$ cat config.mk
export PLATFORM = sky130hd
export DESIGN_NAME = cache_access_arbiter
export DESIGN_NICKNAME = d
export VERILOG_FILES = /design/src/rtl/cache_access_arbiter.sv
export SDC_FILE = /design/constraint.sdc
export NUM_CORES = 1
export LEC_CHECK = 0
export ABC_AREA = 1
export ABC_CLOCK_PERIOD_IN_PS = 4000
export CELL_PAD_IN_SITES_DETAIL_PLACEMENT = 0
export CELL_PAD_IN_SITES_GLOBAL_PLACEMENT = 2
export CORE_MARGIN = 2
export CORE_UTILIZATION = 38
export CTS_CLUSTER_SIZE = 40
export DETAILED_ROUTE_END_ITERATION = 8
export GPL_ROUTABILITY_DRIVEN = 1
export PLACE_DENSITY_LB_ADDON = 0.1
export SYNTH_ARGS = -nofsm -noshare
export SYNTH_HDL_FRONTEND = slang
export SYNTH_SLANG_ARGS = --single-unit
export TNS_END_PERCENT = 100
$ cat constraint.sdc
create_clock -name clk -period 4 [get_ports clk]
set_clock_uncertainty 0.15 [all_clocks]
set_input_delay 0.8 -clock clk [delete_from_list [all_inputs] [get_ports clk]]
set_output_delay 0.8 -clock clk [all_outputs]
set_load 0.005 [all_outputs]
$ cat src/rtl/cache_access_arbiter.sv
// Cache bank front-end: per-port write FIFOs arbitrated onto one write port, four read ports.
// Define ARBITER_ROUND_ROBIN_EN for round-robin write grant; default is fixed N > S > E > W.
module cache_access_arbiter #(
  parameter int unsigned CACHE_BANK_ADDRESS_WIDTH = 8,
  parameter int unsigned NETWORK_ADDRESS_WIDTH    = 6,
  parameter int unsigned DATA_WIDTH               = 32,
  parameter int unsigned WR_FIFO_DEPTH            = 4
) (
  input  logic                                clk,
  input  logic                                reset,
  input  logic [CACHE_BANK_ADDRESS_WIDTH-1:0] cacheAddressIn_NORTH,
  input  logic [CACHE_BANK_ADDRESS_WIDTH-1:0] cacheAddressIn_SOUTH,
  input  logic [CACHE_BANK_ADDRESS_WIDTH-1:0] cacheAddressIn_EAST,
  input  logic [CACHE_BANK_ADDRESS_WIDTH-1:0] cacheAddressIn_WEST,
  input  logic [NETWORK_ADDRESS_WIDTH-1:0]    requesterAddressIn_NORTH,
  input  logic [NETWORK_ADDRESS_WIDTH-1:0]    requesterAddressIn_SOUTH,
  input  logic [NETWORK_ADDRESS_WIDTH-1:0]    requesterAddressIn_EAST,
  input  logic [NETWORK_ADDRESS_WIDTH-1:0]    requesterAddressIn_WEST,
  input  logic                                memRead_NORTH,
  input  logic                                memRead_SOUTH,
  input  logic                                memRead_EAST,
  input  logic                                memRead_WEST,
  input  logic                                memWrite_NORTH,
  input  logic                                memWrite_SOUTH,
  input  logic                                memWrite_EAST,
  input  logic                                memWrite_WEST,
  input  logic [DATA_WIDTH-1:0]               dataIn_NORTH,
  input  logic [DATA_WIDTH-1:0]               dataIn_SOUTH,
  input  logic [DATA_WIDTH-1:0]               dataIn_EAST,
  input  logic [DATA_WIDTH-1:0]               dataIn_WEST,
  output logic                                readReady_NORTH,
  output logic                                readReady_SOUTH,
  output logic                                readReady_EAST,
  output logic                                readReady_WEST,
  output logic [NETWORK_ADDRESS_WIDTH-1:0]    requesterAddressOut_NORTH,
  output logic [NETWORK_ADDRESS_WIDTH-1:0]    requesterAddressOut_SOUTH,
  output logic [NETWORK_ADDRESS_WIDTH-1:0]    requesterAddressOut_EAST,
  output logic [NETWORK_ADDRESS_WIDTH-1:0]    requesterAddressOut_WEST,
  output logic [DATA_WIDTH-1:0]               cacheDataIn,
  output logic [CACHE_BANK_ADDRESS_WIDTH-1:0] cacheWriteAddressIn,
  output logic                                memWrite,
  output logic                                memRead,
  output logic [CACHE_BANK_ADDRESS_WIDTH-1:0] cacheReadAddress_0,
  output logic [CACHE_BANK_ADDRESS_WIDTH-1:0] cacheReadAddress_1,
  output logic [CACHE_BANK_ADDRESS_WIDTH-1:0] cacheReadAddress_2,
  output logic [CACHE_BANK_ADDRESS_WIDTH-1:0] cacheReadAddress_3
);

  localparam int unsigned AW   = CACHE_BANK_ADDRESS_WIDTH;
  localparam int unsigned NW   = NETWORK_ADDRESS_WIDTH;
  localparam int unsigned PtrW = $clog2(WR_FIFO_DEPTH);
  localparam int unsigned CntW = PtrW + 1;

  logic [AW-1:0]         addr_in [4];
  logic [NW-1:0]         req_in  [4];
  logic [DATA_WIDTH-1:0] data_in [4];
  logic [3:0]            rd_req;
  logic [3:0]            wr_req;

  assign addr_in[0] = cacheAddressIn_NORTH;
  assign addr_in[1] = cacheAddressIn_SOUTH;
  assign addr_in[2] = cacheAddressIn_EAST;
  assign addr_in[3] = cacheAddressIn_WEST;
  assign req_in[0]  = requesterAddressIn_NORTH;
  assign req_in[1]  = requesterAddressIn_SOUTH;
  assign req_in[2]  = requesterAddressIn_EAST;
  assign req_in[3]  = requesterAddressIn_WEST;
  assign data_in[0] = dataIn_NORTH;
  assign data_in[1] = dataIn_SOUTH;
  assign data_in[2] = dataIn_EAST;
  assign data_in[3] = dataIn_WEST;
  assign rd_req     = {memRead_WEST, memRead_EAST, memRead_SOUTH, memRead_NORTH};
  assign wr_req     = {memWrite_WEST, memWrite_EAST, memWrite_SOUTH, memWrite_NORTH};

  logic [AW-1:0]         fifo_addr_q [4][WR_FIFO_DEPTH];
  logic [DATA_WIDTH-1:0] fifo_data_q [4][WR_FIFO_DEPTH];
  logic [PtrW-1:0]       rd_ptr_q [4];
  logic [PtrW-1:0]       wr_ptr_q [4];
  logic [CntW-1:0]       count_q  [4];

  logic [3:0] nonempty;
  logic [3:0] full;
  logic [3:0] push;
  logic [3:0] pop;
  logic       grant_valid;
  logic [1:0] grant_idx;

  logic                  mem_write_q;
  logic [AW-1:0]         waddr_q;
  logic [DATA_WIDTH-1:0] wdata_q;
  logic [3:0]            rd_valid_q;
  logic [3:0]            ready_q;
  logic [AW-1:0]         raddr_q [4];
  logic [NW-1:0]         rq_q    [4];
  logic [NW-1:0]         rqo_q   [4];

`ifdef ARBITER_ROUND_ROBIN_EN
  logic [1:0] rr_q;
  logic [1:0] cand;
`endif

  always_comb begin
    for (int p = 0; p < 4; p++) begin
      nonempty[p] = (count_q[p] != '0);
      full[p]     = (count_q[p] == CntW'(WR_FIFO_DEPTH));
      // Fullness is judged before this edge's pop, so a full FIFO drops even while draining.
      push[p]     = wr_req[p] && !full[p];
    end
  end

  always_comb begin
    grant_valid = 1'b0;
    grant_idx   = '0;
`ifdef ARBITER_ROUND_ROBIN_EN
    cand = '0;
    for (int i = 0; i < 4; i++) begin
      cand = rr_q + 2'(i);
      if (!grant_valid && nonempty[cand]) begin
        grant_valid = 1'b1;
        grant_idx   = cand;
      end
    end
`else
    for (int i = 3; i >= 0; i--) begin
      if (nonempty[i]) begin
        grant_valid = 1'b1;
        grant_idx   = 2'(i);
      end
    end
`endif
    for (int p = 0; p < 4; p++) begin
      pop[p] = grant_valid && (grant_idx == 2'(p));
    end
  end

  // Storage needs no reset: emptiness is tracked by the counters alone.
  always_ff @(posedge clk) begin
    for (int p = 0; p < 4; p++) begin
      if (push[p]) begin
        fifo_addr_q[p][wr_ptr_q[p]] <= addr_in[p];
        fifo_data_q[p][wr_ptr_q[p]] <= data_in[p];
      end
    end
  end

  always_ff @(posedge clk or negedge reset) begin
    if (!reset) begin
      mem_write_q <= 1'b0;
      waddr_q     <= '0;
      wdata_q     <= '0;
      rd_valid_q  <= '0;
      ready_q     <= '0;
`ifdef ARBITER_ROUND_ROBIN_EN
      rr_q        <= '0;
`endif
      for (int p = 0; p < 4; p++) begin
        rd_ptr_q[p] <= '0;
        wr_ptr_q[p] <= '0;
        count_q[p]  <= '0;
        raddr_q[p]  <= '0;
        rq_q[p]     <= '0;
        rqo_q[p]    <= '0;
      end
    end else begin
      mem_write_q <= grant_valid;
      if (grant_valid) begin
        waddr_q <= fifo_addr_q[grant_idx][rd_ptr_q[grant_idx]];
        wdata_q <= fifo_data_q[grant_idx][rd_ptr_q[grant_idx]];
`ifdef ARBITER_ROUND_ROBIN_EN
        rr_q    <= grant_idx + 2'd1;
`endif
      end
      rd_valid_q <= rd_req;
      ready_q    <= rd_valid_q;
      for (int p = 0; p < 4; p++) begin
        if (pop[p]) rd_ptr_q[p] <= rd_ptr_q[p] + PtrW'(1);
        if (push[p]) wr_ptr_q[p] <= wr_ptr_q[p] + PtrW'(1);
        count_q[p] <= count_q[p] + CntW'(push[p]) - CntW'(pop[p]);
        if (rd_req[p]) begin
          raddr_q[p] <= addr_in[p];
          rq_q[p]    <= req_in[p];
        end
        if (rd_valid_q[p]) rqo_q[p] <= rq_q[p];
      end
    end
  end

  assign memWrite                  = mem_write_q;
  assign cacheWriteAddressIn       = waddr_q;
  assign cacheDataIn               = wdata_q;
  assign memRead                   = |rd_valid_q;
  assign cacheReadAddress_0        = raddr_q[0];
  assign cacheReadAddress_1        = raddr_q[1];
  assign cacheReadAddress_2        = raddr_q[2];
  assign cacheReadAddress_3        = raddr_q[3];
  assign readReady_NORTH           = ready_q[0];
  assign readReady_SOUTH           = ready_q[1];
  assign readReady_EAST            = ready_q[2];
  assign readReady_WEST            = ready_q[3];
  assign requesterAddressOut_NORTH = rqo_q[0];
  assign requesterAddressOut_SOUTH = rqo_q[1];
  assign requesterAddressOut_EAST  = rqo_q[2];
  assign requesterAddressOut_WEST  = rqo_q[3];

endmodule

# Word-level counts from Yosys, hierarchy flattened
# Memories as Yosys holds them, arrays and structs flattened.
# Index checks and enable logic that the tools add are counted.
[classes]
n_eq_ne = 7
magnitude_cmp = 10
mux = 45
n_reduce_logical = 22
n_addsub = 16
bitwise_logic = 6
[op_table]
columns = ["cell", "count"]
rows = [
  ["two-way mux 128 bit", 4],
  ["two-way mux 32 bit", 10],
  ["demux 32 bit (select 2 bit)", 4],
  ["binary-select mux 32 bit (select 2 bit)", 1],
  ["demux 8 bit (select 2 bit)", 4],
  ["two-way mux 8 bit", 6],
  [">= comparator 3 bit (second input constant)", 6],
  ["inverter 2 -> 3 bit", 6],
  ["adder 2 x 1 -> 2 bit (second input constant)", 8],
  ["binary-select mux 8 bit (select 2 bit)", 1],
  ["adder 3 x 1 -> 3 bit", 4],
  ["equality test 3 bit (second input constant)", 4],
  ["logical AND 1 bit", 12],
  ["< comparator 3 x 1 -> 1 bit (second input constant)", 4],
  ["two-way mux 2 bit", 6],
  ["nonzero test 3 bit", 4],
  ["subtractor 3 x 1 -> 3 bit", 4],
  ["two-way mux 1 bit", 8],
  ["binary-select mux 2 bit (select 2 bit)", 1],
  ["equality test 2 bit (second input constant)", 2],
  ["logical NOT 1 bit", 4],
  ["OR reduction 4 bit", 1],
  ["equality test 2 x 1 -> 1 bit (second input constant)", 1],
  ["logical NOT 2 bit", 1],
]
[totals]
out_inout_bits = 102
word_cells = 137
register_bits = 157
mem_bits_rw = 640
memories = 2
inputBits = 194
[mem_list]
columns = ["name", "depth", "word_bits", "read_ports", "rd_clocked_by_memory_dff", "write_ports", "line", "text"]
rows = [
  ["fifo_data_q", 4, 128, 1, 0, 4, "76", "logic [DATA_WIDTH-1:0] fifo_data_q [4][WR_FIFO_DEPTH];"],
  ["fifo_addr_q", 4, 32, 1, 0, 4, "75", "logic [AW-1:0] fifo_addr_q [4][WR_FIFO_DEPTH];"],
]

# Logic depth before layout (Yosys ltp)
[depth]
word_depth = 13
depth_mapped = 17
mapped_depth_nobuf = 15

# Worst setup path before layout
# OpenSTA, ideal clock, no wires.
[synth_path]
path_type = "input to register"
start = "in memWrite_EAST"
end = "mem fifo_addr_q[2][0] in the netlist's numbering, enable pin"
path_stages = 2
slack_ps = 719
required_time_ps = 3412
path_buffers = 0
arrival_ps = 2694
setup_ps = 438
cell_sequence = "o21ai_1 > nor2_1"
[synth_rtl]
columns = ["item", "line", "text"]
rows = [
  ["start: declaration", "25", "input logic memWrite_EAST,"],
  ["end: declaration", "75", ""],
]

# Worst setup path in the final report
[layout_path]
start = "reg count_q[10] in the netlist's numbering"
end = "reg count_q[5] in the netlist's numbering"
[layout_between]
elab_chain_cells = 5
word_cells_on_any_way = 6
cone_classes = "1 x add/sub; 1 x eq/ne; 2 x mux; 2 x reduce/logical"
[layout_lines]
columns = ["item", "line", "text"]
rows = [
  ["start: declaration", "79", "logic [CntW-1:0] count_q [4];"],
  ["start signal: indexed assignment", "178", "count_q[p] <= count_q[p] + CntW'(push[p]) - CntW'(pop[p]);"],
  ["nonzero test 3 bit *", "104", "nonempty[p] = (count_q[p] != '0);"],
  ["two-way mux 2 bit", "125", "if (nonempty[i]) begin"],
  ["equality test 2 bit", "132", "pop[p] = grant_valid && (grant_idx == 2'(p));"],
  ["logical AND 1 bit *", "132", ""],
  ["net pop[2]", "84", "logic [3:0] pop;"],
  ["subtractor 3 x 1 -> 3 bit *", "178", ""],
]
# The timed path passes the listed nets; every way through them passes the cells marked *.
# A chain may end at the register's enable or synchronous reset.

==> impl_results.md <==
* Proportion of netlist area held by the largest area contributor at roughly 57%
* Crit path max fanout at 28
* Transition time at the pin with the least slew margin at 1280 ps
* Most frequent cell on the critical path: ha_1
* GP Congestion at a little under 0.8
* Share of final-layout standard cells stronger than drive strength 1 at 8.16%
* Placed cells at 4429
* Average wire per cell in the routed design at 23.0 µm
* Power per cell area at 706 nW/µm²
* Synthesized netlist cell count at 3083
* CTS tree: done
* Endpoint type of the worst setup path: register
* Die span in x at about 300 µm
* Highest cell delay on the worst timing path at roughly 460 ps
* TritonCTS Sinks at approximately 800
* Final TNS setup at 0 ps
* Final Critical Period at about 3500 ps
* Area of the mapped netlist at 33500 µm²
* Final setup violating endpoints at 0
* Synthesized netlist net count at roughly 3300
* Maximum clock frequency at roughly 0.28 GHz
* Area enclosed by the die boundary at between 90000 and 100000 µm²
* Final standard cell utilization of the core at a little under half
* Critical Path Start Type: register
* CTS clock-pin slew for the worst setup and hold paths at 60 ps
* Synth Flop Type: edfxtp_1
* Cell at the root of the clock tree: clkbuf_16
* Core region area at 87000 µm²
* Placed wire-length estimate after detailed placement at ~65000 µm
* Part of the cycle the worst path needs at 88.2%
* Number of warnings printed during yosys synthesis at 0
* Antenna violations before repair at 9
* Drt initial violations at 1627
* Post-synth EDFFs at between 600 and 700
* Internal Power at roughly 0.019 W
* Final-report max-slew violation count at 0
* Number of global-route vias before repair at 23730
* Combinational group share of total power at a little under a third
* Seq cells post-synth at between 700 and 800
* Top-level port count at 296
* Data required, critical path at between 4000 and 5000 ps
* Vias at between 20000 and 25000
* Cell Count, Final, Fillers Out at 4604
* Most area-hungry cell type in the Yosys netlist: edfxtp_1
* Sw Ratio at a little over a third
* CP Data Arrival Time at approximately 3900 ps
* Number of different library cells in the post-synthesis netlist at 30
* Async set or reset register ratio after synthesis at 19.7%
* Layout overhead on the synthesized area at 22.3%
* Vertical extent of the die at ~300 µm
* Gates resized, CTS repair at 0
* Portion of total power attributed to sequential cells at ~40%
* Core Rows at 108
* GRT Overall Usage at between 20% and 30%
* Power dissipated by switching net loads at between 0.01 and 0.015 W
* Leak Pwr at about 17 nW
* Result of the run: complete, no violations
* RSZ-0062 raised after global routing: false
* Main area contributors after synthesis: edfxtp_1 (57%), dfrtp_1 (12%), nand3_1 (8.5%), nand2_1 (7.9%), inv_1 (3.9%)
* Commonest non-fill, non-tap cell in the layout: nand2_1
* Max capacitance violation total at 0
* Count of antenna-violating nets left after detailed routing at 0
* Maximum level of the CTS H-tree at 3
* Wire length of the first global-routing pass at approximately 160000 µm
* Count of nets after finishing at around 3600
* Worst min-delay path category: reg -> reg
* Total overflow reported by the global router at 0
* Number of buffers inserted during clock tree synthesis at just over 90
* Number of buffers on the longest clock path at 3
* Final hold violations at 0
* Effective utilization at floorplan at about two fifths
* Count of port buffers added during placement at 295
* Peak supply drop at ~0.58 mV
* Slowest stage cell on the critical path: nor2_1
* Filler Cells Inserted at around 8000
* Via-per-instance ratio at just over 5
* Wire length after detailed routing at roughly 110000 µm
* Sequential fraction of the synthesis area at 69.1%
* Latest clock arrival within the worst-skew pair at ~640 ps
* Syn Area/Cell at approximately 11 µm²
* Commonest non-fill, non-tap cells in the layout: nand2_1 (703), edfxtp_1 (640), nand3_1 (571)
* Maximum number of pins on one net before global-route repair at 113
* Part of the power in the clock network at between 20% and 30%
* Worst slew margin relative to its limit at between 10 and 15%
* Number of iterations in the first detailed-routing pass at 5
* Ordered list of cells on the worst path: nor2_2 > nand2_2 > inv_2 > buf_4 > nand2_1 > nor2_1 > ha_1 > inv_1 > ha_1 > fa_1 > xnor2_1 > xor2_1
* Worst setup path class: reg -> reg
* DRC errors left at 0
critical path, delay by kind of cell, from the launching register on:
kind | cells | cell delay [ps]
xor+xnor | 2 | 400
simple gates | 4 | 1040
buf+inv | 3 | 640
fa+ha+maj | 3 | 780
flops | 1 | 430
routing by layer:
metal	global-route usage (%)	share of wire, %	up-vias
met3	3.76	5.7	164
met1	32.4	45	11509
met2	38.4	47	640
li1	-	-	10830
met5	0	0.046	-
met4	7.21	2.6	8
power by group through the flow:
stage	sequential, W	combinational, W	clock (W)
2_1_floorplan	0.0116	0.00514	0
3_3_place_gp	0.0117	0.00901	0
3_5_place_dp	0.0117	0.00906	0
4_1_cts	0.0116	0.00910	0.00866
5_1_grt	0.0117	0.0100	0.00896
6_report	0.0115	0.00897	0.00844
worst paths after layout:
kind,from,endpoint,slack [ps],cells after the start
worst max-delay path,count_q[10],count_q[5],470,12
worst min-delay path,rd_ptr_q[2],rd_ptr_q[2],330,2
worst max register to register,count_q[10],count_q[5],470,12
worst min register to register,rd_ptr_q[2],rd_ptr_q[2],330,2
max in group asynchronous,reset,rq_q[22],2440,3
min in group asynchronous,reset,cacheDataIn[16],440,2
area by class of cell:
cell class	instances	area [µm²]	share of cell area (%)
multi-input combinational	1755	8350	20.4
sequential	797	23100	56.5
antenna	4	10.0	0.0244
clock buffer	129	2660	6.49
timing repair buffer	364	3610	8.82
clock inverter	41	400	0.977
inverter	359	1350	3.29
tap	1155	1450	3.53
cell families (layout without fill, tap and decap cells):
kind of cell	after synthesis	count (layout)	share of synthesized area (%)
multiplexers	32	32	1.08
flip-flops	797	797	69.1
AO/OA/AOI/OAI	59	59	0.889
buffers and inverters	531	893	6.54
AND/OR/NAND/NOR	1621	1621	20.9
adder cells (fa/ha/maj)	28	28	1.14
other	0	4	0
XOR/XNOR	15	15	0.392
synth_stat cells (9+ instances only):
cell	count
nand4_1	36
ha_1	24
buf_1	27
nor2_1	291
buf_4	22
inv_1	351
o21ai_0	27
edfxtp_1	640
nand3_1	571
xor2_1	9
dfrtp_1	157
nand2_1	704
buf_2	85
clkbuf_1	37
a21oi_1	28
mux2_2	32
through the flow:
stage          worst slack (ps)  hold WS [ps]  total power [W]  instance area, µm²
6_report                    470           326           0.0289               41000
3_5_place_dp                505           317           0.0208               37900
3_3_place_gp                527           307           0.0207               37900
5_1_grt                     190           363           0.0306               41000
4_1_cts                     486           333           0.0293               41000
2_1_floorplan               719           255           0.0167               33500
state kept, by name, indices dropped and copies added, names as in the netlist, 4 cells and up:
name	count
requesterAddressOut_SOUTH	6
cacheReadAddress_3	8
requesterAddressOut_EAST	6
rd_ptr_q	8
rd_valid_q	4
rq_q	24
ready_q	4
wr_ptr_q	8
fifo_data_q	512
cacheReadAddress_1	8
count_q	12
requesterAddressOut_WEST	6
cacheReadAddress_2	8
fifo_addr_q	128
cacheReadAddress_0	8
cacheWriteAddressIn	8
requesterAddressOut_NORTH	6
cacheDataIn	32
repair_timing:
action	4_1_cts	5_1_grt
hold buffers	1	0
hold endpoints to repair	11	0
buffers inserted	0	0
Power figures use the tool's default switching activity.
